<file path="src/rtl/axi32_master_cell_if.sv">
// axi32_master_cell_if: local command/response port plus AXI4-Lite master bus for axi32_master_cell.
interface axi32_master_cell_if #(
    parameter int datawidth = 32,
    parameter int addrwidth = 8
);
    logic                   cmd_valid_in;
    logic                   cmd_ready_out;
    logic                   cmd_write_in;
    logic [addrwidth-1:0]   cmd_addr_in;
    logic [datawidth-1:0]   cmd_wdata_in;
    logic [datawidth/8-1:0] cmd_wstrb_in;
    logic                   rsp_valid_out;
    logic [datawidth-1:0]   rsp_rdata_out;
    logic [1:0]             rsp_resp_out;
    logic                   rsp_timeout_out;
    logic [addrwidth-1:0]   m_axi_awaddr_out;
    logic                   m_axi_awvalid_out;
    logic                   m_axi_awready_in;
    logic [datawidth-1:0]   m_axi_wdata_out;
    logic [datawidth/8-1:0] m_axi_wstrb_out;
    logic                   m_axi_wvalid_out;
    logic                   m_axi_wready_in;
    logic [1:0]             m_axi_bresp_in;
    logic                   m_axi_bvalid_in;
    logic                   m_axi_bready_out;
    logic [addrwidth-1:0]   m_axi_araddr_out;
    logic                   m_axi_arvalid_out;
    logic                   m_axi_arready_in;
    logic [datawidth-1:0]   m_axi_rdata_in;
    logic [1:0]             m_axi_rresp_in;
    logic                   m_axi_rvalid_in;
    logic                   m_axi_rready_out;

    modport master (
        input  cmd_valid_in, cmd_write_in, cmd_addr_in, cmd_wdata_in, cmd_wstrb_in,
        output cmd_ready_out, rsp_valid_out, rsp_rdata_out, rsp_resp_out, rsp_timeout_out,
        output m_axi_awaddr_out, m_axi_awvalid_out, m_axi_wdata_out, m_axi_wstrb_out, m_axi_wvalid_out,
        output m_axi_bready_out, m_axi_araddr_out, m_axi_arvalid_out, m_axi_rready_out,
        input  m_axi_awready_in, m_axi_wready_in, m_axi_bresp_in, m_axi_bvalid_in,
        input  m_axi_arready_in, m_axi_rdata_in, m_axi_rresp_in, m_axi_rvalid_in
    );

    modport slave (
        output cmd_valid_in, cmd_write_in, cmd_addr_in, cmd_wdata_in, cmd_wstrb_in,
        input  cmd_ready_out, rsp_valid_out, rsp_rdata_out, rsp_resp_out, rsp_timeout_out,
        input  m_axi_awaddr_out, m_axi_awvalid_out, m_axi_wdata_out, m_axi_wstrb_out, m_axi_wvalid_out,
        input  m_axi_bready_out, m_axi_araddr_out, m_axi_arvalid_out, m_axi_rready_out,
        output m_axi_awready_in, m_axi_wready_in, m_axi_bresp_in, m_axi_bvalid_in,
        output m_axi_arready_in, m_axi_rdata_in, m_axi_rresp_in, m_axi_rvalid_in
    );
endinterface

</file>
<file path="src/rtl/axi32_master_cell.sv">
// axi32_master_cell: single-outstanding AXI4-Lite initiator, one local command -> one AXI transaction -> one response.
// Define AXI_MASTER_TIMEOUT_EN to add a watchdog that aborts a stalled transaction after timeout_cycles clocks.
module axi32_master_cell #(
    parameter int datawidth      = 32,
    parameter int addrwidth      = 8,
    parameter int timeout_cycles = 255
) (
    input logic                 m_axi_clk_in,
    input logic                 m_axi_reset_in,
    axi32_master_cell_if.master bus
);
    typedef enum logic [1:0] {IDLE, WR, RD, DONE} state_t;

    state_t state;
    logic   b_hs;
    logic   r_hs;

    if (timeout_cycles < 1 || timeout_cycles > 65535) begin : g_bad_timeout
        $error("axi32_master_cell: timeout_cycles must be 1..65535");
    end

    // A response is taken only once every request channel has handshaken or is handshaking now.
    assign b_hs = state == WR && bus.m_axi_bvalid_in && bus.m_axi_bready_out &&
                  (!bus.m_axi_awvalid_out || bus.m_axi_awready_in) &&
                  (!bus.m_axi_wvalid_out || bus.m_axi_wready_in);
    assign r_hs = state == RD && bus.m_axi_rvalid_in && bus.m_axi_rready_out &&
                  (!bus.m_axi_arvalid_out || bus.m_axi_arready_in);

`ifdef AXI_MASTER_TIMEOUT_EN
    localparam logic [15:0] limit = 16'(timeout_cycles - 1);
    logic [15:0] cnt;
    logic        timed_out;
    assign bus.rsp_timeout_out = timed_out;
`else
    assign bus.rsp_timeout_out = 1'b0;
`endif

    always_ff @(posedge m_axi_clk_in) begin
        if (m_axi_reset_in) begin
            state                 <= IDLE;
            bus.cmd_ready_out     <= 1'b0;
            bus.rsp_valid_out     <= 1'b0;
            bus.rsp_rdata_out     <= '0;
            bus.rsp_resp_out      <= 2'b00;
            bus.m_axi_awaddr_out  <= '0;
            bus.m_axi_awvalid_out <= 1'b0;
            bus.m_axi_wdata_out   <= '0;
            bus.m_axi_wstrb_out   <= '0;
            bus.m_axi_wvalid_out  <= 1'b0;
            bus.m_axi_bready_out  <= 1'b0;
            bus.m_axi_araddr_out  <= '0;
            bus.m_axi_arvalid_out <= 1'b0;
            bus.m_axi_rready_out  <= 1'b0;
`ifdef AXI_MASTER_TIMEOUT_EN
            cnt                   <= '0;
            timed_out             <= 1'b0;
`endif
        end else begin
            bus.rsp_valid_out <= 1'b0;
            case (state)
                IDLE: begin
                    bus.cmd_ready_out <= 1'b1;
                    if (bus.cmd_valid_in && bus.cmd_ready_out) begin
                        bus.cmd_ready_out     <= 1'b0;
                        state                 <= bus.cmd_write_in ? WR : RD;
                        bus.m_axi_awaddr_out  <= bus.cmd_write_in ? bus.cmd_addr_in : bus.m_axi_awaddr_out;
                        bus.m_axi_wdata_out   <= bus.cmd_write_in ? bus.cmd_wdata_in : bus.m_axi_wdata_out;
                        bus.m_axi_wstrb_out   <= bus.cmd_write_in ? bus.cmd_wstrb_in : bus.m_axi_wstrb_out;
                        bus.m_axi_araddr_out  <= bus.cmd_write_in ? bus.m_axi_araddr_out : bus.cmd_addr_in;
                        bus.m_axi_awvalid_out <= bus.cmd_write_in;
                        bus.m_axi_wvalid_out  <= bus.cmd_write_in;
                        bus.m_axi_bready_out  <= bus.cmd_write_in;
                        bus.m_axi_arvalid_out <= !bus.cmd_write_in;
                        bus.m_axi_rready_out  <= !bus.cmd_write_in;
                    end
                end
                WR: begin
                    if (bus.m_axi_awready_in) bus.m_axi_awvalid_out <= 1'b0;
                    if (bus.m_axi_wready_in) bus.m_axi_wvalid_out <= 1'b0;
                    if (b_hs) begin
                        bus.m_axi_bready_out <= 1'b0;
                        bus.rsp_resp_out     <= bus.m_axi_bresp_in;
                        bus.rsp_valid_out    <= 1'b1;
                        state                <= DONE;
                    end
                end
                RD: begin
                    if (bus.m_axi_arready_in) bus.m_axi_arvalid_out <= 1'b0;
                    if (r_hs) begin
                        bus.m_axi_rready_out <= 1'b0;
                        bus.rsp_rdata_out    <= bus.m_axi_rdata_in;
                        bus.rsp_resp_out     <= bus.m_axi_rresp_in;
                        bus.rsp_valid_out    <= 1'b1;
                        state                <= DONE;
                    end
                end
                DONE: begin
                    state             <= IDLE;
                    bus.cmd_ready_out <= 1'b1;
                end
                default: state <= IDLE;
            endcase
`ifdef AXI_MASTER_TIMEOUT_EN
            cnt       <= (state == WR || state == RD) ? cnt + 16'd1 : 16'd0;
            timed_out <= (state == DONE) ? 1'b0 : timed_out;
            // Abort overrides the channel updates above; a handshake in the same cycle still wins.
            if ((state == WR || state == RD) && !b_hs && !r_hs && cnt == limit) begin
                bus.m_axi_awvalid_out <= 1'b0;
                bus.m_axi_wvalid_out  <= 1'b0;
                bus.m_axi_bready_out  <= 1'b0;
                bus.m_axi_arvalid_out <= 1'b0;
                bus.m_axi_rready_out  <= 1'b0;
                bus.rsp_resp_out      <= 2'b10;
                bus.rsp_valid_out     <= 1'b1;
                timed_out             <= 1'b1;
                state                 <= DONE;
            end
`endif
        end
    end
endmodule

</file>
<file path="src/flat_wrapper.sv">
// flat-port wrapper written by rule: the top's interface ports become plain ports
module axi32_master_cell_flat 
#(
    parameter int datawidth      = 32,
    parameter int addrwidth      = 8,
    parameter int timeout_cycles = 255
)
  (m_axi_clk_in, m_axi_reset_in, bus_cmd_valid_in, bus_cmd_write_in, bus_cmd_addr_in, bus_cmd_wdata_in, bus_cmd_wstrb_in, bus_cmd_ready_out, bus_rsp_valid_out, bus_rsp_rdata_out, bus_rsp_resp_out, bus_rsp_timeout_out, bus_m_axi_awaddr_out, bus_m_axi_awvalid_out, bus_m_axi_wdata_out, bus_m_axi_wstrb_out, bus_m_axi_wvalid_out, bus_m_axi_bready_out, bus_m_axi_araddr_out, bus_m_axi_arvalid_out, bus_m_axi_rready_out, bus_m_axi_awready_in, bus_m_axi_wready_in, bus_m_axi_bresp_in, bus_m_axi_bvalid_in, bus_m_axi_arready_in, bus_m_axi_rdata_in, bus_m_axi_rresp_in, bus_m_axi_rvalid_in);
  axi32_master_cell_if #(.datawidth(datawidth), .addrwidth(addrwidth)) bus_i ();
  input logic m_axi_clk_in;
  input logic m_axi_reset_in;
  input wire logic [$bits(bus_i.cmd_valid_in)-1:0] bus_cmd_valid_in;
  input wire logic [$bits(bus_i.cmd_write_in)-1:0] bus_cmd_write_in;
  input wire logic [$bits(bus_i.cmd_addr_in)-1:0] bus_cmd_addr_in;
  input wire logic [$bits(bus_i.cmd_wdata_in)-1:0] bus_cmd_wdata_in;
  input wire logic [$bits(bus_i.cmd_wstrb_in)-1:0] bus_cmd_wstrb_in;
  output wire logic [$bits(bus_i.cmd_ready_out)-1:0] bus_cmd_ready_out;
  output wire logic [$bits(bus_i.rsp_valid_out)-1:0] bus_rsp_valid_out;
  output wire logic [$bits(bus_i.rsp_rdata_out)-1:0] bus_rsp_rdata_out;
  output wire logic [$bits(bus_i.rsp_resp_out)-1:0] bus_rsp_resp_out;
  output wire logic [$bits(bus_i.rsp_timeout_out)-1:0] bus_rsp_timeout_out;
  output wire logic [$bits(bus_i.m_axi_awaddr_out)-1:0] bus_m_axi_awaddr_out;
  output wire logic [$bits(bus_i.m_axi_awvalid_out)-1:0] bus_m_axi_awvalid_out;
  output wire logic [$bits(bus_i.m_axi_wdata_out)-1:0] bus_m_axi_wdata_out;
  output wire logic [$bits(bus_i.m_axi_wstrb_out)-1:0] bus_m_axi_wstrb_out;
  output wire logic [$bits(bus_i.m_axi_wvalid_out)-1:0] bus_m_axi_wvalid_out;
  output wire logic [$bits(bus_i.m_axi_bready_out)-1:0] bus_m_axi_bready_out;
  output wire logic [$bits(bus_i.m_axi_araddr_out)-1:0] bus_m_axi_araddr_out;
  output wire logic [$bits(bus_i.m_axi_arvalid_out)-1:0] bus_m_axi_arvalid_out;
  output wire logic [$bits(bus_i.m_axi_rready_out)-1:0] bus_m_axi_rready_out;
  input wire logic [$bits(bus_i.m_axi_awready_in)-1:0] bus_m_axi_awready_in;
  input wire logic [$bits(bus_i.m_axi_wready_in)-1:0] bus_m_axi_wready_in;
  input wire logic [$bits(bus_i.m_axi_bresp_in)-1:0] bus_m_axi_bresp_in;
  input wire logic [$bits(bus_i.m_axi_bvalid_in)-1:0] bus_m_axi_bvalid_in;
  input wire logic [$bits(bus_i.m_axi_arready_in)-1:0] bus_m_axi_arready_in;
  input wire logic [$bits(bus_i.m_axi_rdata_in)-1:0] bus_m_axi_rdata_in;
  input wire logic [$bits(bus_i.m_axi_rresp_in)-1:0] bus_m_axi_rresp_in;
  input wire logic [$bits(bus_i.m_axi_rvalid_in)-1:0] bus_m_axi_rvalid_in;
  assign bus_i.cmd_valid_in = bus_cmd_valid_in;
  assign bus_i.cmd_write_in = bus_cmd_write_in;
  assign bus_i.cmd_addr_in = bus_cmd_addr_in;
  assign bus_i.cmd_wdata_in = bus_cmd_wdata_in;
  assign bus_i.cmd_wstrb_in = bus_cmd_wstrb_in;
  assign bus_cmd_ready_out = bus_i.cmd_ready_out;
  assign bus_rsp_valid_out = bus_i.rsp_valid_out;
  assign bus_rsp_rdata_out = bus_i.rsp_rdata_out;
  assign bus_rsp_resp_out = bus_i.rsp_resp_out;
  assign bus_rsp_timeout_out = bus_i.rsp_timeout_out;
  assign bus_m_axi_awaddr_out = bus_i.m_axi_awaddr_out;
  assign bus_m_axi_awvalid_out = bus_i.m_axi_awvalid_out;
  assign bus_m_axi_wdata_out = bus_i.m_axi_wdata_out;
  assign bus_m_axi_wstrb_out = bus_i.m_axi_wstrb_out;
  assign bus_m_axi_wvalid_out = bus_i.m_axi_wvalid_out;
  assign bus_m_axi_bready_out = bus_i.m_axi_bready_out;
  assign bus_m_axi_araddr_out = bus_i.m_axi_araddr_out;
  assign bus_m_axi_arvalid_out = bus_i.m_axi_arvalid_out;
  assign bus_m_axi_rready_out = bus_i.m_axi_rready_out;
  assign bus_i.m_axi_awready_in = bus_m_axi_awready_in;
  assign bus_i.m_axi_wready_in = bus_m_axi_wready_in;
  assign bus_i.m_axi_bresp_in = bus_m_axi_bresp_in;
  assign bus_i.m_axi_bvalid_in = bus_m_axi_bvalid_in;
  assign bus_i.m_axi_arready_in = bus_m_axi_arready_in;
  assign bus_i.m_axi_rdata_in = bus_m_axi_rdata_in;
  assign bus_i.m_axi_rresp_in = bus_m_axi_rresp_in;
  assign bus_i.m_axi_rvalid_in = bus_m_axi_rvalid_in;
  axi32_master_cell #(.datawidth(datawidth), .addrwidth(addrwidth), .timeout_cycles(timeout_cycles)) u_core (.m_axi_clk_in(m_axi_clk_in), .m_axi_reset_in(m_axi_reset_in), .bus(bus_i));
endmodule
</file>
<file path="config.mk">
export PLATFORM = sky130hd
export DESIGN_NAME = axi32_master_cell_flat
export DESIGN_NICKNAME = d
export VERILOG_FILES = /design/src/rtl/axi32_master_cell_if.sv /design/src/rtl/axi32_master_cell.sv /design/src/flat_wrapper.sv
export SDC_FILE = /design/constraint.sdc
export NUM_CORES = 1
export LEC_CHECK = 0
export CORE_MARGIN = 2
export CORE_UTILIZATION = 40
export DETAILED_ROUTE_END_ITERATION = 8
export GPL_ROUTABILITY_DRIVEN = 0
export PLACE_DENSITY_LB_ADDON = 0.1
export SYNTH_ARGS = -nofsm -noshare
export SYNTH_HDL_FRONTEND = slang
export SYNTH_SLANG_ARGS = --single-unit
</file>
<file path="constraint.sdc">
create_clock -name m_axi_clk_in -period 1.9 [get_ports m_axi_clk_in]
set_clock_uncertainty 0.15 [all_clocks]
set_input_delay 0.57 -clock m_axi_clk_in [delete_from_list [all_inputs] [get_ports m_axi_clk_in]]
set_output_delay 0.57 -clock m_axi_clk_in [all_outputs]
set_load 0.1 [all_outputs]
</file>
### Word-level counts from Yosys, hierarchy flattened

Index checks and enable logic that the tools add are counted.

* bits in registers: 95
* output and inout bits: 94
* logic and storage cells: 79
* input bits: 89

* reduce and logical (&&, ||, !) cells: 30
* multiplexer cells: 25
* equal/unequal tests: 9
* bitwise logic cells: 1

Operator list (number)
* AND reduction 3 bit: 9
* one-hot mux 1 bit (2 select lines): 7
* two-way mux 2 bit: 6
* two-way mux 1 bit: 10
* logical AND 1 bit: 8
* one-hot mux 2 bit (4 select lines): 1
* nonzero test 2 bit: 4
* != test 2 x 1 -> 1 bit, second input constant: 3
* != test 2 bit, second input constant: 3
* equality test 2 bit, second input constant: 2
* logical NOT 1 bit: 4
* one-hot mux 2 bit (2 select lines): 1
* logical OR 1 bit: 3
* equality test 2 x 1 -> 1 bit, second input constant: 1
* logical NOT 2 bit: 1
* AND reduction 2 bit: 1
* NOT 1 bit: 1

### Depth between registers and ports, before layout

* depth in word-level cells: 7
* mapped depth: 7
* depth with buffers taken out: 6

### Least setup slack after synthesis

OpenSTA, ideal clock, no wires.

* path type: reg2reg
* start: register u_core.bus.m_axi_arvalid_out
* end: register u_core.bus.rsp_rdata_out[10]
* path slack: -0.265 ns
* stages on the path, launching flop included: 6
* library setup time: 0.128 ns
* period minus slack after synthesis: 2.165 ns
* arrival: 1.887 ns
* cell sequence: dfxtp_1 inv_2 o2111ai_4 buf_8 mux2i_1 nor2_1

* word-level cells in the longest chain between the ends: 4

Ends and longest elaborated chain
* start: declaration: RTL line axi32_master_cell_if.sv:38 `output m_axi_bready_out, m_axi_araddr_out, m_axi_arvalid_out, m_axi_rready_out,`
* start signal: assignment: RTL line axi32_master_cell.sv:73 `bus.m_axi_arvalid_out <= !bus.cmd_write_in;`
* logical NOT 1 bit: RTL line axi32_master_cell.sv:27 `(!bus.m_axi_arvalid_out || bus.m_axi_arready_in);`
* logical OR 1 bit: RTL line axi32_master_cell.sv:27
* logical AND 1 bit: RTL line axi32_master_cell.sv:26 `assign r_hs = state == RD && bus.m_axi_rvalid_in && bus.m_axi_rready_out &&`
* AND reduction 2 bit (no line)
* end signal: assignment: RTL line axi32_master_cell.sv:91 `bus.rsp_rdata_out <= bus.m_axi_rdata_in;`
* end: declaration: RTL line axi32_master_cell_if.sv:36 `output cmd_ready_out, rsp_valid_out, rsp_rdata_out, rsp_resp_out, rsp_timeout_out,`

No other way between the ends.
A chain may end at the register's enable or synchronous reset.

### Final worst setup path

* start: input bus_m_axi_awready_in
* end: register u_core.bus.rsp_resp_out[1]

* word-level cells in the longest chain between the ends: 5

Ends and longest elaborated chain
* start: declaration: RTL line flat_wrapper.sv:31 `input wire logic [$bits(bus_i.m_axi_awready_in)-1:0] bus_m_axi_awready_in;`
* logical OR 1 bit: RTL line axi32_master_cell.sv:24 `(!bus.m_axi_awvalid_out || bus.m_axi_awready_in) &&`
* logical AND 1 bit: RTL line axi32_master_cell.sv:23 `assign b_hs = state == WR && bus.m_axi_bvalid_in && bus.m_axi_bready_out &&`
* logical AND 1 bit: RTL line axi32_master_cell.sv:24
* != test 2 x 1 -> 1 bit (no line)
* AND reduction 3 bit (no line)
* end signal: assignment: RTL line axi32_master_cell.sv:82 `bus.rsp_resp_out <= bus.m_axi_bresp_in;`
* end signal: assignment: RTL line axi32_master_cell.sv:92 `bus.rsp_resp_out <= bus.m_axi_rresp_in;`
* end: declaration: RTL line axi32_master_cell_if.sv:36

No other way between the ends.

==> impl_metrics.ini <==
[finish]
n_antenna_cell = 0
drive_gt1_share_pct = 23.4
seq_area_um2 = 1910
multiInputGateArea_um2 = 1600
nets = 691
fin_util_pct = 75.2
area_growth_pct = 85.8
fillers = 628

[critical_path]
required_ns = 2.00
end_kind = flop
cp_max_fo = 2
ff2ff_path_depth = 6
r2r_slack_ns = 0.18
r2r_start = u_core.state[0]
arrival_ns = 1.90
worst-setup-path-type = in2reg
timing.rr.end = u_core.bus.m_axi_awaddr_out[3]
start_kind = input port

[grt]
grt_pass1_wl_mm = 16.3
grt_pass1_vias = 3478
grt.overflow.total = 0
antenna_found_initial = 0
grt.total_usage_pct = 20.4
grt_max_degree = 44

[synth]
async_flop_share_pct = 0
ys_ff_latch = 95
ys_seq_area_share_pct = 51.6
synth_area_um2 = 3680
synth-edff-count = 0
syn-num-nets = 509
ys_warn_count = 0
synth_cells = 416
synth_ff_type = dfxtp_1
synth_commonest_cells = 112 x nand2_1, 95 x dfxtp_1, 60 x a21oi_1
yosysMostFrequentCell = nand2_1
synth_top_area_share_pct = 51.6
synth_area_leaders = dfxtp_1 52%, nand2_1 11%, mux2i_1 9.2%
syn_avg_cell_area_um2 = 8.86
synth_area_leader_cell = dfxtp_1
ys_types = 37

[sta]
period_needed_ns = 1.80
finalSetupViolations = 0
rsz0062_at_grt = no
finalCritPeriodShare_pct = 95.0
drv_slew = 0
timing.hold.ws_ns = 0.344
report.final.hold_viol_count = 0
fmax_mhz = 554

[floorplanning]
pin_count = 183
core_area_um2 = 9110
start_util_pct = 40.5
die-area_um2 = 10000
row_count = 35
dieWidth_um = 100
die-height_um = 100

[detailed_routing]
drtPass1Iterations = 5
drt_iter0_drc = 81
finalWirelength_mm = 10.2
drc = 0
vias = 3461
ant_nets = 0
wire_per_inst_um = 14.3
viasPerCell = 4.85

[power_and_ir_drop]
ir_drop_v = 0.000674
p_leak_uw = 0.00279
power_density_nw_per_um2 = 1100

[clock_tree]
cts_tree = yes
cts_inserted_buffers = 9
clk_pin_slew_ns = 0.09
clock_latency_ns = 0.35
cts_buffer_depth = 2
htreeDepth = 3
cts.sinks = 95
holdBufCountCts = 0
cts_root_buf = clkbuf_8

[placed_design]
hpwl_mm = 7.76
io_buffers = 181

[hold_path]
holdPathEnd = u_core.bus.m_axi_wdata_out[4]
hp-class = reg2reg
worstHoldPathCells = 2
hold_path_startpoint = u_core.bus.m_axi_wdata_out[4]

[run_status]
status = completed

[flow_run]
drv_cap = 0
==> placed cells by master (no fill, tap or decap), drive strengths merged, types with 2 or more instances in the layout <==
| cell | netlist | final |
|---|---|---|
| clkdlybuf4s50 | 0 | 87 |
| o21bai | 2 | 2 |
| bufinv | 0 | 3 |
| nor2 | 41 | 41 |
| mux2 | 4 | 4 |
| buf | 18 | 110 |
| nor2b | 6 | 6 |
| dfxtp | 95 | 95 |
| inv | 4 | 5 |
| nand2 | 113 | 113 |
| clkbuf | 8 | 10 |
| a21oi | 60 | 60 |
| nor3 | 2 | 2 |
| nand2b | 2 | 2 |
| nand3 | 3 | 3 |
| mux2i | 34 | 34 |
| and2 | 3 | 3 |
| o21ai | 6 | 6 |
| ha | 4 | 4 |
==> layer usage <==
layer,vias up,track usage (%),wire length [µm]
li1,1721,-,-
met1,1585,23.0,4160
met2,133,34.6,4880
met3,22,7.10,867
met4,0,9.59,278
met5,-,0,0
==> sequential cells by signal (all words and copies together) (netlist names) <==
register                      flops
u_core.bus.rsp_rdata_out         32
u_core.bus.m_axi_awvalid_out      1
u_core.bus.m_axi_awaddr_out       8
u_core.bus.m_axi_rready_out       1
u_core.state                      2
u_core.bus.m_axi_wstrb_out        4
u_core.bus.rsp_valid_out          1
u_core.bus.m_axi_wdata_out       32
u_core.bus.m_axi_bready_out       1
u_core.bus.m_axi_wvalid_out       1
u_core.bus.rsp_resp_out           2
u_core.bus.cmd_ready_out          1
u_core.bus.m_axi_arvalid_out      1
u_core.bus.m_axi_araddr_out       8
==> through the flow <==
step           setup slack (ns)  setup TNS (ns)  power, µW  instance area [µm²]  instances
2_1_floorplan            0.0702               0       4630                 3690        416
3_3_place_gp             -0.325          -17.58       5910                 6590        698
3_5_place_dp             -0.326          -19.40       5960                 6590        698
4_1_cts                 0.00620               0       7580                 6830        713
5_1_grt                  0.0212               0       7870                 6850        713
6_report                 0.0954               0       7540                 6850        713
==> what timing repair did <==
item	in CTS	in global routing
resized for setup	0	4
endpoints found under the setup margin	0	48
setup buffers	0	0
==> power breakdown <==
part / internal (µW) / total (µW) / switching [µW]
registers: 2210 / 2470 / 252
logic: 1360 / 3470 / 2110
clock network: 906 / 1610 / 703
==> critical path, cell delays in order <==
cell and delay (ns):
clkdlybuf4s50_1 0.52, nor2b_4 0.06, o31ai_4 0.27, nand3_1 0.15, mux2_1 0.33
==> worst max-delay path by stage <==
stage | startpoint | to | slack, ns | cells after the start
after floorplan | u_core.bus.m_axi_arvalid_out | u_core.bus.rsp_rdata_out[10] | 0.07 | 5
after global placement | bus_m_axi_awready_in | u_core.bus.rsp_resp_out[0] | -0.33 | 5
after detailed placement | bus_m_axi_awready_in | u_core.bus.rsp_resp_out[0] | -0.33 | 5
after CTS | u_core.state[0] | u_core.bus.m_axi_awaddr_out[3] | 0.006 | 6
after global routing | bus_m_axi_awready_in | u_core.state[0] | 0.02 | 5
final | bus_m_axi_awready_in | u_core.bus.rsp_resp_out[1] | 0.1 | 5
==> kinds of logic after synthesis <==
logic type	synth area share, %
AOI/OAI and AO/OA	11.1
adders and majority gates	1.36
buffers and inverters	5.23
DFF	51.6
muxes	10.5
other	0.102
and+or+nand+nor	20.1
==> cell type report <==
class	count	share of cell area, %
Inverter	4	0.219
Multi-Input combinational cell	291	23.4
Tap cell	111	2.03
Clock inverter	5	1.52
Timing Repair Buffer	197	42.9
Sequential cell	95	27.9
Clock buffer	10	2.01
No activity file was read; power rests on OpenSTA's default activity.
